--- config.mk ---
export PLATFORM = sky130hd
export DESIGN_NAME = turn_control_n
export DESIGN_NICKNAME = d
export VERILOG_FILES = /design/src/rtl/chess_pkg.sv /design/src/rtl/edge_detect_n.sv /design/src/rtl/turn_control_n.sv
export SDC_FILE = /design/constraint.sdc
export NUM_CORES = 1
export LEC_CHECK = 0
export ABC_AREA = 1
export CORE_MARGIN = 5
export CORE_UTILIZATION = 30
export CTS_CLUSTER_SIZE = 16
export DETAILED_ROUTE_END_ITERATION = 8
export PLACE_DENSITY = 0.61
export SETUP_SLACK_MARGIN = 0.02
export SYNTH_ARGS = -nofsm -noshare
export SYNTH_HDL_FRONTEND = slang
export SYNTH_SLANG_ARGS = --single-unit
--- constraint.sdc ---
create_clock -name clk -period 2.6 [get_ports clk]
set_clock_uncertainty 0.15 [all_clocks]
set_input_delay 0.39 -clock clk [delete_from_list [all_inputs] [get_ports clk]]
set_output_delay 0.39 -clock clk [all_outputs]
set_load 0.1 [all_outputs]
--- src/rtl/chess_pkg.sv ---
// chess_pkg: shared state encodings and player-index helpers for the chess clock
package chess_pkg;

    localparam int MAX_PLAYERS = 8;

    typedef enum logic [1:0] {
        ST_IDLE  = 2'b00,
        ST_RUN   = 2'b01,
        ST_PAUSE = 2'b10,
        ST_FLAG  = 2'b11
    } state_t;

    function automatic int next_player(input int idx, input int n);
        return (idx >= n - 1) ? 0 : idx + 1;
    endfunction

    function automatic logic [MAX_PLAYERS-1:0] onehot(input int idx);
        return MAX_PLAYERS'(1) << idx;
    endfunction

endpackage

--- src/rtl/edge_detect_n.sv ---
// edge_detect_n: registers a button vector and flags rising edges so a held button acts once
module edge_detect_n #(
    parameter int WIDTH = 2
) (
    input  logic             clk,
    input  logic             reset,
    input  logic [WIDTH-1:0] level,
    output logic [WIDTH-1:0] rise
);

    logic [WIDTH-1:0] press_q;

    // previous-cycle copy of the buttons
    always_ff @(posedge clk) begin
        if (reset) press_q <= '0;
        else       press_q <= level;
    end

    assign rise = level & ~press_q;

endmodule

--- src/rtl/turn_control_n.sv ---
// turn_control_n: turn arbitration and timer strobes for an N-player chess clock
module turn_control_n
    import chess_pkg::*;
#(
    parameter int NUM_PLAYERS = 2,
    parameter int IDX_W       = 3,
    parameter int INC_MODE    = 0
) (
    input  logic                   clk,
    input  logic                   reset,
    input  logic                   enable,
    input  logic                   pause,
    input  logic [NUM_PLAYERS-1:0] press,
    input  logic [NUM_PLAYERS-1:0] time_out,
    output logic [NUM_PLAYERS-1:0] timer_en,
    output logic [NUM_PLAYERS-1:0] timer_load,
    output logic [NUM_PLAYERS-1:0] incr_pulse,
    output logic [IDX_W-1:0]       active,
    output logic [NUM_PLAYERS-1:0] flag,
    output logic [1:0]             state
);

    state_t                 st;
    logic [NUM_PLAYERS-1:0] rise;
    logic [NUM_PLAYERS-1:0] act_oh;
    logic [NUM_PLAYERS-1:0] nxt_oh;
    logic [NUM_PLAYERS-1:0] start_oh;
    logic [IDX_W-1:0]       nxt;
    logic [IDX_W-1:0]       start;
    logic                   hit;
    logic                   handover;
    int                     first;

    edge_detect_n #(.WIDTH(NUM_PLAYERS)) u_edge (
        .clk   (clk),
        .reset (reset),
        .level (press),
        .rise  (rise)
    );

    // lowest pressed index picks the starter; derive successor indices and their one-hot forms
    always_comb begin
        first = 0;
        for (int i = NUM_PLAYERS - 1; i >= 0; i--)
            if (rise[i]) first = i;
        nxt      = IDX_W'(next_player(int'(active), NUM_PLAYERS));
        start    = IDX_W'(next_player(first, NUM_PLAYERS));
        act_oh   = NUM_PLAYERS'(onehot(int'(active)));
        nxt_oh   = NUM_PLAYERS'(onehot(int'(nxt)));
        start_oh = NUM_PLAYERS'(onehot(int'(start)));
        hit      = |(time_out & act_oh);
        handover = |(rise & act_oh);
    end

    // turn FSM: enable low beats timeout beats pause beats handover
    always_ff @(posedge clk) begin
        if (reset) begin
            st         <= ST_IDLE;
            active     <= '0;
            timer_en   <= '0;
            timer_load <= '0;
            incr_pulse <= '0;
            flag       <= '0;
        end else begin
            timer_load <= '0;
            incr_pulse <= '0;
            if (!enable) begin
                st         <= ST_IDLE;
                timer_en   <= '0;
                flag       <= '0;
                timer_load <= (st != ST_IDLE) ? '1 : '0;
            end else begin
                case (st)
                    ST_IDLE: if (|rise) begin
                        st       <= ST_RUN;
                        active   <= start;
                        timer_en <= start_oh;
                    end
                    ST_RUN: if (hit) begin
                        st       <= ST_FLAG;
                        flag     <= act_oh;
                        timer_en <= '0;
                    end else if (pause) begin
                        st       <= ST_PAUSE;
                        timer_en <= '0;
                    end else if (handover) begin
                        active     <= nxt;
                        timer_en   <= nxt_oh;
                        incr_pulse <= (INC_MODE != 0) ? act_oh : '0;
                    end
                    ST_PAUSE: if (!pause) begin
                        st       <= ST_RUN;
                        timer_en <= act_oh;
                    end
                    default: ;
                endcase
            end
        end
    end

    assign state = st;

endmodule

Word level (Yosys, flattened, before mapping)
Index checks and enable logic that the tools add are counted.

Flip-flop bits (word level): 13. Input bits: 8.

Bitwise logic cells: 5. Magnitude comparators: 2. Equality and inequality tests: 9. Reduce and logical (&&, ||, !) cells: 13. Multiplexer cells: 21. Add/sub/neg operators: 2. Shift-type cells: 3.

Operator list (count): 32-bit by 2-bit >= comparator with 1-bit output (second input constant) (1); 2-bit two-way mux (10); 3-bit two-way mux (6); 2-bit case mux with 3 select lines (2); 2-bit inequality test (second input constant) (5); 2-bit OR reduction (5); 1-bit by 3-bit << shifter with 2-bit output (first input constant) (3); 4-bit AND reduction (2); 2-bit bitwise AND (3); 3-bit case mux with 2 select lines (1); 6-bit AND reduction (1); 4-bit inequality test (second input constant) (1); 2-bit nonzero test (2); 3-bit by 1-bit adder with 3-bit output (second input constant) (1); 3-bit by 2-bit adder with 3-bit output (second input constant) (1); 3-bit by 1-bit >= comparator with 1-bit output (second input constant) (1); 3-bit inequality test (second input constant) (1); 3-bit nonzero test (1); 2-bit by 1-bit == test with 1-bit output (second input constant) (1); 2-bit == test (second input constant) (1); 2-bit zero test (1); 1-bit two-way mux (2); 2-bit inverter (1); 2-bit AND reduction (1); 1-bit inverter (1).

Longest topological paths before layout
Gate-level depths: netlist of run 1.

Depth in word-level cells: 9. Mapped depth: 12. Gate-level depth less buffers: 11.

Modules after synthesis
Synthesis of run 1 repeated with hierarchy kept, for this count alone.

Cell total of the unflattened synthesis: 125. Area, all modules: 798.3 um^2.

Modules (own cells, without submodules): turn_control_n (cells an instance 117, area each 735.7 um^2, times used 1, sequential area each 200.2 um^2); edge_detect_n (cells an instance 8, area each 62.6 um^2, times used 1, sequential area each 40.0 um^2).

Least setup slack after synthesis of run 1
OpenSTA, ideal clock, no wires.

Path kind: reg-to-reg. Start: register st[1], in the netlist state[1]. End: register st[0], in the netlist state[0]. Period minus slack after synthesis: 2.283 ns. Path slack: 0.317 ns. Stages on the path, launching flop included: 12. Arrival time: 2.014 ns. Path through: dfxtp_1 inv_1 ha_1 buf_6 inv_1 nor2_1 nand3_1 nand2_2 inv_1 nand2_1 nor2_1 nor2_1.

Word-level cells in the longest chain between the ends: 3. Elaborated cells between the ends (all ways): 9.

Ends and longest elaborated chain: start: declaration (RTL line turn_control_n.sv:23) `state_t st;`; start signal: assignment (RTL line turn_control_n.sv:58) `st <= ST_IDLE;`; start signal: assignment (RTL line turn_control_n.sv:68) `st <= ST_IDLE;`; start signal: assignment (RTL line turn_control_n.sv:75) `st <= ST_RUN;`; 2-bit by 1-bit == test with 1-bit output (tied with other cells) (RTL line turn_control_n.sv:73) `case (st)`; 3-bit inequality test (no line) (tied with other cells); 4-bit AND reduction (no line).

Parallel ways exist; a longest one is shown, timed or not. A chain may end at the register's enable or synchronous reset.

Worst setup path after layout of run 1
Ends and elaborated chain as after synthesis.

==> results of run 1 <==
## routing by layer
layer  global-route usage (%)  vias to the layer above  share of wire (%)
met1                     12.2                      353                 48
met5                        0                        -                  0
li1                         -                      423                  -
met3                     4.14                        2                5.0
met2                     14.2                       16                 46
met4                     1.59                        0               0.66
## where the power goes
group | switching, mW | total, mW | internal, mW
Sequential | 0.0157 | 0.211 | 0.196
Combinational | 0.179 | 0.246 | 0.0671
Clock | 0.0592 | 0.113 | 0.0536
Total | 0.254 | 0.570 | 0.316
## cells in the final DEF (no fill, tap or decap), types with 3 or more instances in the layout
cell,netlist,final
inv_1,22,22
clkdlybuf4s50_1,0,7
ha_1,6,6
nand3_1,14,14
o21ai_0,3,3
nand2_1,29,29
clkbuf_4,0,3
a21oi_1,9,9
nor2_1,14,14
nand2_2,3,3
dfxtp_1,12,12
buf_4,3,11
## area by class of cell
cell class                 instances  area, sq um  area share, %
multi-input combinational         88          460           45.8
timing repair buffer              18          153           15.2
tap                               31         38.8           3.86
inverter                          24         90.1           8.97
sequential                        12          240           23.9
clock buffer                       3         22.5           2.24
## kinds of logic (layout without fill, tap and decap cells)
family                     after synthesis  count (layout)  share of synthesized area, %
other                                    1               2                         0.457
AOI/OAI and AO/OA                       13              13                          8.38
buffers and inverters                   28              45                          15.1
adders and majority gates                6               6                          9.15
DFF                                     12              12                          29.3
and+or+nand+nor                         67              67                          37.7
## worst max-delay path: cells and delay by family, from the launching register on
kind,cells,cell delay [ps]
compound gates,1,140
fa+ha+maj,1,320
buf+inv,3,240
flops,1,350
simple gates,4,480
## worst max-delay path by stage
stage / endpoint / slack (ps) / startpoint / cells after the start
after floorplan: state[0] / 320 / state[1] / 11
after global placement: active[1] / 770 / press[0] / 10
after detailed placement: active[2] / 730 / press[0] / 10
after CTS: active[2] / 840 / state[1] / 11
after global routing: state[0] / 580 / state[1] / 9
final: state[0] / 820 / state[1] / 9
## per-stage QoR
step,worst slack (ps),cell area (sq um)
after floorplan,317,825
after global placement,772,982
after detailed placement,726,982
after CTS,835,1000
after global routing,584,1000
final,824,1000
## cell usage after synthesis
master    instances
nand2_2           3
nor2_2            1
inv_1            22
nor3_1            1
nand3_1          14
nand3b_2          1
or2_0             1
o21ai_2           1
dfxtp_1          12
nor2_4            1
ha_1              6
nand2_1          29
nor3b_1           1
inv_2             2
a21oi_1           9
buf_6             1
buf_4             3
conb_1            1
nand2_4           1
nor2_1           14
o21ai_0           3
## registers in the layout (all words and copies together) (netlist names)
name and count:
state 2, timer_en 2, u_edge.press_q 2, timer_load 1
flag 2, active 3
==> flow_metrics.env, run 1 <==
export IMPL_outcome="finished, final reports clean"
export IMPL_routed_wl_mm=1.82
export IMPL_cts_buffer_depth=2
export IMPL_grt_ovfl_total=0
export IMPL_clock_latency_ps=270
export IMPL_setup_viol=0
export IMPL_synth_top_cell_area_share_pct=29.3
export IMPL_num_rows=19
export IMPL_start_kind="flip-flop"
export IMPL_cts_sinks=12
export IMPL_setup_tns_ps=0
export IMPL_vias=794
export IMPL_n_antenna_cell=0
export IMPL_clock_fmax_mhz=563
export IMPL_core_area_sq_um=2690
export IMPL_power_density_nw_per_um2=567
export IMPL_hp_class="reg2reg"
export IMPL_place_inst=173
export IMPL_crit_slowest_cell="dfxtp_1"
export IMPL_die_w_um=62.3
export IMPL_gp_congestion=0.872
export IMPL_path_class="reg2reg"
export IMPL_power_leakage_nw=0.504
export IMPL_min_period_over_period_pct=68.3
export IMPL_drtIter0Drc=35
export IMPL_r2r_start="state[1]"
export IMPL_grt_max_degree=9
export IMPL_drv_cap=0
export IMPL_cp_arrival_ps=1790
export IMPL_synth_cell_types=21
export IMPL_cts_setup_buffers=0
export IMPL_synth_area_leaders="dfxtp_1 29%, nand2_1 13%, inv_1 10%"
export IMPL_cts_clk_slew_worst_paths_ps=70
export IMPL_slowest_delay_ps=350
export IMPL_syn_area_sq_um=821
export IMPL_vias_per_cell=4.51
export IMPL_rsz0062_at_grt="false"
export IMPL_totalPowerFinal_mw=0.570
export IMPL_cts_root_buffer="clkbuf_4"
export IMPL_drive_gt1_share_pct=16.6
export IMPL_crit_top_cell="inv_1"
export IMPL_tritoncts="done"
export IMPL_routedWlPerCell_um=10.4
export IMPL_start_util_pct=30.6
export IMPL_synth_area_per_cell_sq_um=6.46
export IMPL_slew_violations=0
export IMPL_fillers=297
export IMPL_htree_num_levels=1
export IMPL_post_cts_resized=0
export IMPL_synthCells=127
export IMPL_grt_pass1_vias=689
export IMPL_die_area_sq_um=3880
export IMPL_drc=0
export IMPL_holdWs_ps=324
export IMPL_min_from="timer_en[1]"
export IMPL_ant_nets=0
export IMPL_hpwl_mm=1.48
export IMPL_ir_drop_v=0.000355
export IMPL_hold_buffers=0
export IMPL_yosysWarningCount=0
export IMPL_dr_pass1_iters=4
export IMPL_postLayoutCoreUtil_pct=37.4
export IMPL_cp_cell_sequence="inv_1 > ha_1 > inv_1 > nor2_1 > nand3_1 > nand2_2 > inv_1 > o21ai_0 > nor2_1"
export IMPL_antenna_found_initial=0
export IMPL_regToRegEndpoint="state[0]"
export IMPL_ys_seq_area_share_pct=29.3
export IMPL_synth_area_leader_cell="dfxtp_1"
export IMPL_hold_viol=0
export IMPL_grt_pass1_wl_mm=3.00
export IMPL_area_growth_pct=22.4
export IMPL_grt_use_total_pct=9.32
export IMPL_hold_depth=2
export IMPL_crit_path_end_kind="flip-flop"
export IMPL_min_to="timer_en[1]"
export IMPL_fp_dieH_um=62.3
export IMPL_r2r_cells=9
export IMPL_fin_cells=176
export IMPL_crit_fanout=8
export IMPL_ios=21
export IMPL_rrSetupSlack_ps=820
export IMPL_cp_data_required_time_ps=2620
export IMPL_period_minus_slack_ps=1780
export IMPL_cts_made_buffers=3
export IMPL_fin_nets=161
export IMPL_ys_ff_latch=12
export IMPL_portBuffers=18
Note: power is estimated with default switching activity, not from simulation.
==> run 2: changes to the inputs <==
- clock period: 2.6 -> 1.85 ns (I/O delays scaled with it)
==> flow_metrics.env, run 2 (same netlist as run 1, synthesis figures left out) <==
export IMPL_outcome="finished, final reports clean"
export IMPL_fp_dieH_um=62.3
export IMPL_core_area_sq_um=2690
export IMPL_antenna_found_initial=0
export IMPL_final_cell_mix="29 x nand2_1, 22 x inv_1, 14 x nor2_1, 14 x nand3_1, 11 x buf_12"
export IMPL_hold_viol=0
export IMPL_grt_max_degree=9
export IMPL_ant_nets=0
export IMPL_cp_arrival_ps=1660
export IMPL_dr_pass1_iters=4
export IMPL_dpl_cell_area_sq_um=1140
export IMPL_path_class="reg2reg"
export IMPL_post_cts_resized=0
export IMPL_hold_buffers=0
export IMPL_crit_fanout=6
export IMPL_start_kind="flip-flop"
export IMPL_die_area_sq_um=3880
export IMPL_period_minus_slack_ps=1640
export IMPL_gp_congestion=0.863
export IMPL_fin_nets=162
export IMPL_final_common_cell="nand2_1"
export IMPL_power_density_nw_per_um2=740
export IMPL_drv_cap=0
export IMPL_hp_class="reg2reg"
export IMPL_portBuffers=18
export IMPL_setup_viol=0
export IMPL_slowest_delay_ps=370
export IMPL_grt_ovfl_total=0
export IMPL_cts_setup_buffers=0
export IMPL_cts_buffer_depth=2
export IMPL_vias=806
export IMPL_grt_pass1_wl_mm=3.46
export IMPL_clock_latency_ps=280
export IMPL_ir_drop_v=0.000432
export IMPL_clock_fmax_mhz=610
export IMPL_routed_wl_mm=1.90
export IMPL_grt_use_total_pct=10.8
export IMPL_hpwl_mm=1.54
export IMPL_cp_cell_sequence="inv_1 > ha_1 > inv_1 > nor2_1 > inv_1 > nor2_2 > nand2_2 > nand2_4 > nand3_1 > nand2_1 > nor2_1"
export IMPL_ios=21
export IMPL_crit_path_end_kind="flip-flop"
export IMPL_routedWlPerCell_um=10.7
export IMPL_cts_made_buffers=3
export IMPL_cts_sinks=12
export IMPL_drive_gt1_share_pct=20.4
export IMPL_crit_top_cell="inv_1"
export IMPL_crit_slowest_cell="dfxtp_4"
export IMPL_htree_num_levels=1
export IMPL_min_period_over_period_pct=88.6
export IMPL_cts_clk_slew_worst_paths_ps=80
export IMPL_slew_violations=0
export IMPL_stdcell_area_sq_um=1170
export IMPL_power_leakage_nw=0.546
export IMPL_grt_pass1_vias=807
export IMPL_vias_per_cell=4.53
export IMPL_setup_tns_ps=0
export IMPL_area_growth_pct=42.2
export IMPL_die_w_um=62.3
export IMPL_drtIter0Drc=14
export IMPL_postLayoutCoreUtil_pct=43.5
export IMPL_regMostFlops="active"
export IMPL_largest_reg_flops=3
export IMPL_rsz0062_at_grt="false"
export IMPL_cts_root_buffer="clkbuf_4"
export IMPL_drc=0
export IMPL_n_antenna_cell=0
export IMPL_tritoncts="done"
export IMPL_num_rows=19
export IMPL_cp_data_required_time_ps=1870
export IMPL_start_util_pct=30.6
==> run 2: changes by cell type in the layout (fill, tap and decap cells not counted) <==
cell      previous run  this run
buf_4               11         1
dfxtp_4              0         3
dfxtp_2              0         2
dfxtp_1             12         7
buf_12               0        11
clkbuf_1             0         1
==> run 2: layout make-up <==
cell class | count | area [sq um]
Timing Repair Buffer | 19 | 298
Fill cell | 287 | 1520
Clock buffer | 4 | 26.3
Inverter | 24 | 90.1
Tap cell | 31 | 38.8
Sequential cell | 12 | 254
Multi-Input combinational cell | 88 | 460
==> run 2: worst max-delay path: cells and delay by family, from the launching register on <==
| family | cells | cell delay [ps] |
|---|---|---|
| DFF | 1 | 370 |
| and+or+nand+nor | 7 | 640 |
| buffers and inverters | 3 | 210 |
| adders and majority gates | 1 | 160 |
==> run 2: final timing paths <==
check	start	end	slack, ps	cells after the start
worst max-delay path	state[1]	active[1]	210	11
worst min-delay path	state[1]	state[1]	370	2
worst max register to register	state[1]	active[1]	210	11
worst min register to register	state[1]	state[1]	370	2
==> run 2: power breakdown <==
| group | leakage, nW | switching, mW | internal, mW | total (mW) |
|---|---|---|---|---|
| Sequential | 0.101 | 0.0301 | 0.275 | 0.305 |
| Clock | 0.0150 | 0.0904 | 0.0836 | 0.174 |
| Combinational | 0.430 | 0.252 | 0.133 | 0.384 |
==> run 2: per-stage QoR <==
stage,hold WS (ps),setup slack [ps],power [mW],cells
2_1_floorplan,199,66.3,0.580,128
3_3_place_gp,341,128,0.692,174
3_5_place_dp,349,91.1,0.696,174
4_1_cts,379,202,0.878,178
5_1_grt,400,68.5,0.922,178
6_report,374,211,0.864,178
==> run 2: metal layers <==
layer  routed length, um  part of all wire (%)  vias up  GRT usage (%)
met5                   0                     0        -              0
li1                    -                     -      428              -
met2                 924                    49       20           17.9
met3                 103                   5.4        0           5.41
met1                 867                    46      358           12.3
met4                   0                     0        0           2.39
==> run 3: changes to the inputs <==
- SKIP_CTS_REPAIR_TIMING: not set -> 1
==> results of run 3 <==
Same layout as run 2: the final DEF is identical, and so are final timing and power.
